`config.mk`:
```
export PLATFORM = sky130hd
export DESIGN_NAME = store_queue
export DESIGN_NICKNAME = d
export VERILOG_FILES = /design/src/rtl/store_queue.sv
export SDC_FILE = /design/constraint.sdc
export NUM_CORES = 2
export LEC_CHECK = 0
export ABC_AREA = 1
export CAP_MARGIN = 10
export CORE_MARGIN = 2
export CORE_UTILIZATION = 50
export DETAILED_ROUTE_END_ITERATION = 16
export DONT_BUFFER_PORTS = 1
export GPL_TIMING_DRIVEN = 1
export PLACE_DENSITY = 0.74
export SETUP_SLACK_MARGIN = 0.15
export SLEW_MARGIN = 10
export SYNTH_ARGS = -nofsm -noshare
export SYNTH_HDL_FRONTEND = slang
export SYNTH_SLANG_ARGS = --single-unit
```
`constraint.sdc`:
```
create_clock -name clk -period 2.7 [get_ports clk]
set_clock_uncertainty 0.1 [all_clocks]
set_input_delay 0.54 -clock clk [delete_from_list [all_inputs] [get_ports clk]]
set_output_delay 0.54 -clock clk [all_outputs]
set_load 0.005 [all_outputs]
```
`src/rtl/store_queue.sv`:
```
`default_nettype none
// ============================================================================
// store_queue : in-order store buffer (dispatch -> AGU fill -> commit -> drain)
// Revision    : 1.0
// ============================================================================
module store_queue #(
  parameter int SQ_DEPTH  = 8,
  parameter int ROB_IDX_W = 5
) (
  input  logic                 clk,
  input  logic                 rst,
  input  logic                 dispatch_valid,
  input  logic [ROB_IDX_W-1:0] dispatch_rob_id,
  output logic                 dispatch_ready,
  input  logic                 agu_valid,
  input  logic [ROB_IDX_W-1:0] agu_rob_id,
  input  logic [31:0]          agu_addr,
  input  logic [3:0]           agu_mask,
  input  logic [31:0]          agu_wdata,
  output logic                 commit_head_ready,
  output logic [ROB_IDX_W-1:0] commit_head_rob_id,
  input  logic                 commit_valid,
  input  logic                 flush,
  output logic                 dmem_req_valid,
  input  logic                 dmem_req_ready,
  output logic [31:0]          dmem_addr,
  output logic [3:0]           dmem_wmask,
  output logic [31:0]          dmem_wdata,
  input  logic                 dmem_resp_valid
);

  localparam int c_IDX_W = $clog2(SQ_DEPTH);
  localparam int c_PTR_W = c_IDX_W + 1;
  localparam logic [c_PTR_W-1:0] c_PTR_ONE = c_PTR_W'(1);

  typedef enum logic [1:0] {
    S_EMPTY     = 2'd0,
    S_ALLOC     = 2'd1,
    S_FILLED    = 2'd2,
    S_COMMITTED = 2'd3
  } entry_state_t;

  typedef enum logic [1:0] {
    D_IDLE = 2'd0,
    D_REQ  = 2'd1,
    D_WAIT = 2'd2
  } drain_state_t;

  entry_state_t         ent_q   [SQ_DEPTH];
  entry_state_t         ent_d   [SQ_DEPTH];
  logic [ROB_IDX_W-1:0] rob_q   [SQ_DEPTH];
  logic [ROB_IDX_W-1:0] rob_d   [SQ_DEPTH];
  logic [29:0]          addr_q  [SQ_DEPTH];
  logic [29:0]          addr_d  [SQ_DEPTH];
  logic [3:0]           mask_q  [SQ_DEPTH];
  logic [3:0]           mask_d  [SQ_DEPTH];
  logic [31:0]          wdata_q [SQ_DEPTH];
  logic [31:0]          wdata_d [SQ_DEPTH];

  logic [c_PTR_W-1:0] head_q, head_d;
  logic [c_PTR_W-1:0] commit_q, commit_d;
  logic [c_PTR_W-1:0] tail_q, tail_d;
  drain_state_t       drain_q, drain_d;

  logic [c_IDX_W-1:0] w_head_idx;
  logic [c_IDX_W-1:0] w_commit_idx;
  logic [c_IDX_W-1:0] w_tail_idx;
  logic               w_full;
  logic               w_dispatch_fire;
  logic               w_commit_fire;
  logic               unused_addr_lo;

  assign w_head_idx   = head_q[c_IDX_W-1:0];
  assign w_commit_idx = commit_q[c_IDX_W-1:0];
  assign w_tail_idx   = tail_q[c_IDX_W-1:0];
  assign w_full       = (w_tail_idx == w_head_idx) && (tail_q[c_IDX_W] != head_q[c_IDX_W]);

  assign dispatch_ready     = !w_full;
  assign commit_head_ready  = (commit_q != tail_q) && (ent_q[w_commit_idx] == S_FILLED);
  assign commit_head_rob_id = rob_q[w_commit_idx];

  assign w_dispatch_fire = dispatch_valid && dispatch_ready && !flush;
  assign w_commit_fire   = commit_valid && commit_head_ready;

  assign dmem_req_valid = (drain_q == D_REQ);
  assign dmem_addr      = {addr_q[w_head_idx], 2'b00};
  assign dmem_wmask     = mask_q[w_head_idx];
  assign dmem_wdata     = wdata_q[w_head_idx];
  assign unused_addr_lo = ^agu_addr[1:0];

  always_comb begin
    ent_d    = ent_q;
    rob_d    = rob_q;
    addr_d   = addr_q;
    mask_d   = mask_q;
    wdata_d  = wdata_q;
    head_d   = head_q;
    commit_d = commit_q;
    tail_d   = tail_q;
    drain_d  = drain_q;

    // Uncommitted entries are exactly those in ALLOC or FILLED, so flush squashes by state.
    if (flush) begin
      for (int i = 0; i < SQ_DEPTH; i++) begin
        if (ent_q[i] == S_ALLOC || ent_q[i] == S_FILLED) begin
          ent_d[i] = S_EMPTY;
        end
      end
    end

    if (w_commit_fire) begin
      ent_d[w_commit_idx] = S_COMMITTED;
      commit_d            = commit_q + c_PTR_ONE;
    end

    if (flush) begin
      tail_d = commit_d;
    end else begin
      if (w_dispatch_fire) begin
        ent_d[w_tail_idx] = S_ALLOC;
        rob_d[w_tail_idx] = dispatch_rob_id;
        tail_d            = tail_q + c_PTR_ONE;
      end
      if (agu_valid) begin
        for (int i = 0; i < SQ_DEPTH; i++) begin
          if (ent_q[i] == S_ALLOC && rob_q[i] == agu_rob_id) begin
            ent_d[i]   = S_FILLED;
            addr_d[i]  = agu_addr[31:2];
            mask_d[i]  = agu_mask;
            wdata_d[i] = agu_wdata;
          end
        end
      end
    end

    case (drain_q)
      D_IDLE: begin
        if (head_q != commit_q) begin
          drain_d = D_REQ;
        end
      end
      D_REQ: begin
        if (dmem_req_ready) begin
          drain_d = D_WAIT;
        end
      end
      D_WAIT: begin
        if (dmem_resp_valid) begin
          ent_d[w_head_idx] = S_EMPTY;
          head_d            = head_q + c_PTR_ONE;
          drain_d           = D_IDLE;
        end
      end
      default: drain_d = D_IDLE;
    endcase
  end

  always_ff @(posedge clk) begin
    if (rst) begin
      head_q   <= '0;
      commit_q <= '0;
      tail_q   <= '0;
      drain_q  <= D_IDLE;
      for (int i = 0; i < SQ_DEPTH; i++) begin
        ent_q[i]   <= S_EMPTY;
        rob_q[i]   <= '0;
        addr_q[i]  <= '0;
        mask_q[i]  <= '0;
        wdata_q[i] <= '0;
      end
    end else begin
      head_q   <= head_d;
      commit_q <= commit_d;
      tail_q   <= tail_d;
      drain_q  <= drain_d;
      ent_q    <= ent_d;
      rob_q    <= rob_d;
      addr_q   <= addr_d;
      mask_q   <= mask_d;
      wdata_q  <= wdata_d;
    end
  end

  a_commit_needs_ready : assert property (@(posedge clk) disable iff (rst)
    commit_valid |-> commit_head_ready);

endmodule
`default_nettype wire

```
### After elaboration in Yosys (flattened, before gate mapping)

Index checks and enable logic that the tools add are counted.

| cells by class | value |
|---|---|
| bitwise gates (word level) | 10 |
| equal/unequal tests | 34 |
| magnitude comparators | 6 |
| $add $sub $neg | 3 |
| reductions and logical operators | 39 |
| muxes and demuxes | 54 |

Operator list:

| kind | number |
|---|---|
| 16-bit 2-to-1 mux | 7 |
| 32-bit binary-select mux with 3-bit select | 1 |
| 30-bit binary-select mux with 3-bit select | 1 |
| 32-bit 2-to-1 mux | 2 |
| 30-bit 2-to-1 mux | 2 |
| 2-bit 2-to-1 mux | 24 |
| 40-bit bitwise mux | 1 |
| 5-bit == test | 8 |
| 3-bit AND reduction | 9 |
| 2-bit == test, second input constant | 10 |
| 4-bit 2-to-1 mux | 5 |
| 2-bit demux with 3-bit select | 3 |
| 2-bit by 1-bit == test with 1-bit output, second input constant | 9 |
| 16-bit AND | 1 |
| 1-bit logical AND | 16 |
| 16-bit NOT | 1 |
| 16-bit OR | 1 |
| 5-bit binary-select mux with 3-bit select | 1 |
| 5-bit demux with 3-bit select | 1 |
| 5-bit 2-to-1 mux | 3 |
| 4-bit by 1-bit adder with 4-bit output, second input constant | 3 |
| 4-bit binary-select mux with 3-bit select | 1 |
| 4-bit >= comparator, second input constant | 3 |
| 4-bit by 1-bit less-than comparator with 1-bit output, second input constant | 3 |
| other kinds (17) | 30 |

| word-level totals | value |
|---|---|
| register bits after elaboration | 598 |
| output and inout bits | 76 |

### Depth between registers and ports, before layout

| depth | value |
|---|---|
| depth in word-level cells | 16 |
| depth in mapped cells | 15 |
| gate-level depth less buffers | 13 |

### Worst setup path before layout

No wires, ideal clock.

| timing | value |
|---|---|
| kind | reg-to-output |
| start point | reg head_q[0] |
| end point | out dmem_wdata[27] |
| setup slack | 502 ps |
| stages on the path, launching flop included | 9 |
| data arrival time | 1558 ps |
| data required time | 2060 ps |
| path through | dfxtp_1 > buf_2 > clkinv_1 > clkbuf_1 > clkbuf_1 > o211ai_1 > nand2_1 > a221oi_1 > o21ai_0 |

| between the ends | value |
|---|---|
| cells in the longest elaborated chain, start to end | 4 |

RTL lines:

| element | RTL line | text |
|---|---|---|
| start: declaration | 60 | `logic [c_PTR_W-1:0] head_q, head_d;` |
| start signal: assignment | 160 | `head_q <= '0;` |
| start signal: assignment | 172 | `head_q <= head_d;` |
| 3-bit NOT with 4-bit output (not written as such) | 88 | `assign dmem_wdata = wdata_q[w_head_idx];` |
| 32-bit binary-select mux with 3-bit select | 88 |  |
| 32-bit 2-to-1 mux (not written as such) (2 in series) | 88 |  |
| end: declaration | 28 | `output logic [31:0] dmem_wdata,` |

Every way passes these cells. The select of a mux whose other input is x is not followed.

### Worst setup path in the final report

| timing | value |
|---|---|
| start point | reg head_q[2] |
| end point | out dmem_addr[14] |

| between the ends | value |
|---|---|
| cells in the longest elaborated chain, start to end | 4 |

RTL lines:

| element | RTL line | text |
|---|---|---|
| 3-bit NOT with 4-bit output (not written as such) | 86 | `assign dmem_addr = {addr_q[w_head_idx], 2'b00};` |
| 30-bit binary-select mux with 3-bit select | 86 |  |
| 30-bit 2-to-1 mux (not written as such) (2 in series) | 86 |  |
| end: declaration | 26 | `output logic [31:0] dmem_addr,` |

Every way passes these cells. The select of a mux whose other input is x is not followed.

==> out/metrics.cfg <==
[worst_setup_path]
crit_family = buffers and inverters
cp.arrival_ns = 2.13
cp-start-kind = flip-flop
cp_max_fo = 5
slowest_stage = dfxtp_4
crit_chain = buf_6 > nor3_4 > clkinv_4 > buf_12 > o211ai_1
required_ns = 2.06
critical_path_class = reg -> out
worstSetupEndpointType = output pin
critical_path.max_stage_delay_ns = 0.36
path_buf_inv = 3

[clock_network]
cts_buffers = 67
insertion_delay_ns = 0.61
cts_tree = yes
cts_sinks = 598
clockRootBuffer = clkbuf_16
h-tree-depth = 3
cts_max_path_buffers = 3
path_clk_slew_ns = 0.06

[timing]
setup_slack_ns = -0.0650
fin_tns_setup_ns = -0.521
setup_viol = 22
fin_crit_sh = 1.02
slew_violations = 0
worst_slew_pin_slew_ns = 0.928
max_slew_margin = 0.380
max_freq_mhz = 362
rsz0062_at_grt = yes
hold_viol_final = 0
final.min_clock_period_ns = 2.77

[route]
drc = 0
vias_per_cell = 5.57
firstDrtPassIters = 6
wire_per_inst_um = 18.6
vias = 26400
routed_wl_um = 88300
drtAntennaViolNets = 0
drt_iter0_markers = 2580

[run]
max_cap_violations = 0

[outcome]
violations = setup timing
outcome = finished, violations left

[floorplanning]
die_height_um = 237
coreArea_mm2 = 0.0538
start_util = 0.506
io_pins = 162
fp.dieW_um = 237
num_rows = 85
dieArea_mm2 = 0.0563

[pwr]
power.share.switching = 0.222
powerDensity_mw_per_mm2 = 553
seqPwrFrac = 0.476
clkPwrFrac = 0.491
power_mw = 18.6
power.leakage_nw = 14.5
internal_power_mw = 14.5
ir_worst_vdd_v = 0.000492
power_switching_mw = 4.12
combPwrFrac = 0.033

[global_routing]
antenna_found_initial = 1
grt_pass1_wl_um = 132000
grt-ovfl-total = 0
grt_pass1_vias = 24100
grt_usage = 0.294
grt_max_degree = 135

[synthesis]
ys_types = 39
async_flop_share = 0
synth_top_area_frac = 0.440
avgSynthCellArea_um2 = 6.86
yosysMostFrequentCell = o21ai_0
syn_area_mm2 = 0.0272
synth_common_cells = 706 x o21ai_0, 625 x inv_1, 607 x a21oi_1
ys_ff_latch = 598
ys_seq_area_frac = 0.440
synth_edf_count = 0
yosys.area.top_type = dfxtp_1
synth_warnings = 0
synth_ff_type = dfxtp_1
netlist_instances = 3968
synth_area_leaders = dfxtp_1 44%, o21ai_0 13%, a21oi_1 11%

[final_layout]
postLayoutCellArea_mm2 = 0.0336
syn_to_final_growth_pct = 23.5
post-route-util = 0.625
drive_above_1_share = 0.124
num_antenna_cells = 0
num-fill-cells = 4571
nets = 4095

[placement]
dpl.hpwl_um = 44700
gp_congestion = 0.892
dp_slack_ns = 0.191
placed_area_mm2 = 0.0279
portBuffers = 0

[worst_hold_path]
min_path_type = in -> reg

[metal layers]
| metal | global-route usage | routed length (um) |
|---|---|---|
| met2 | 0.486 | 41200 |
| met5 | 0 | 13 |
| met1 | 0.381 | 36500 |
| met3 | 0.0554 | 7700 |
| met4 | 0.113 | 2880 |
[flip-flops by register name, summed over array words and instances (netlist names), 4 cells and up]
| register | count |
|---|---|
| ent_q | 16 |
| rob_q | 40 |
| addr_q | 240 |
| wdata_q | 256 |
| tail_q | 4 |
| head_q | 4 |
| commit_q | 4 |
| mask_q | 32 |
[power by group through the flow]
stage | registers (mW) | logic [mW] | clock network [mW]
global route | 8.84 | 0.672 | 9.58
detailed placement | 9.04 | 0.441 | 0
floorplan | 9.04 | 0.359 | 0
CTS | 8.84 | 0.587 | 9.20
global placement | 9.04 | 0.438 | 0
finish | 8.85 | 0.614 | 9.12
[cells in the final DEF (no fill, tap or decap), types with 41 or more instances in the layout]
cell type        n
clkbuf_16       81
buf_12          41
dfxtp_1        592
nand3_1         62
inv_1          615
nand2_1        491
a21oi_2         42
a21oi_1        564
o21ai_1         56
nor2_1         325
buf_4           53
o21ai_0        636
dlygate4sd3_1   78
nand3_2         45
[cells by family after synthesis]
| family | share of synthesized area |
|---|---|
| xor+xnor | 0.00772 |
| flops | 0.440 |
| buf+inv | 0.135 |
| compound gates | 0.267 |
| fa+ha+maj | 0.00138 |
| simple gates | 0.148 |
| other cells | 0.000138 |
[through the flow]
| stage | cells | hold slack (ns) |
|---|---|---|
| global placement | 4465 | 0.327 |
| floorplan | 3969 | 0.320 |
| CTS | 4714 | 0.0000882 |
| detailed placement | 4465 | 0.330 |
| finish | 4746 | 0.0167 |
| global route | 4746 | 0.0123 |
[cell type report]
| cell class | count | area, um2 | share of cell area |
|---|---|---|---|
| sequential | 598 | 12000 | 0.357 |
| multi-input combinational | 2452 | 12600 | 0.375 |
| clock buffer | 95 | 1960 | 0.0582 |
| clock inverter | 18 | 203 | 0.00603 |
| inverter | 633 | 2430 | 0.0724 |
| timing repair buffer | 249 | 3500 | 0.104 |
| timing repair inverter | 5 | 53.8 | 0.00160 |
| tap | 696 | 871 | 0.0259 |
[what timing repair did]
item / in CTS / in global routing
resized for setup: 247 / 191
endpoints found under the hold margin: 257 / 0
pin swaps: 33 / 54
hold buffers: 78 / 0
setup endpoints to repair: 72 / 129
gates cloned: 24 / 13
buffers inserted: 34 / 19
[final timing paths]
check / startpoint / endpoint / slack [ns] / depth (start not counted)
worst max-delay path: head_q[2] / dmem_addr[14] / -0.07 / 5
worst min-delay path: agu_addr[4] / addr_q[182] / 0.02 / 2
worst max register to register: head_q[0] / rob_q[24] / 0.29 / 11
worst min register to register: wdata_q[171] / wdata_q[171] / 0.34 / 2
Note: power is estimated with default switching activity, not from simulation.
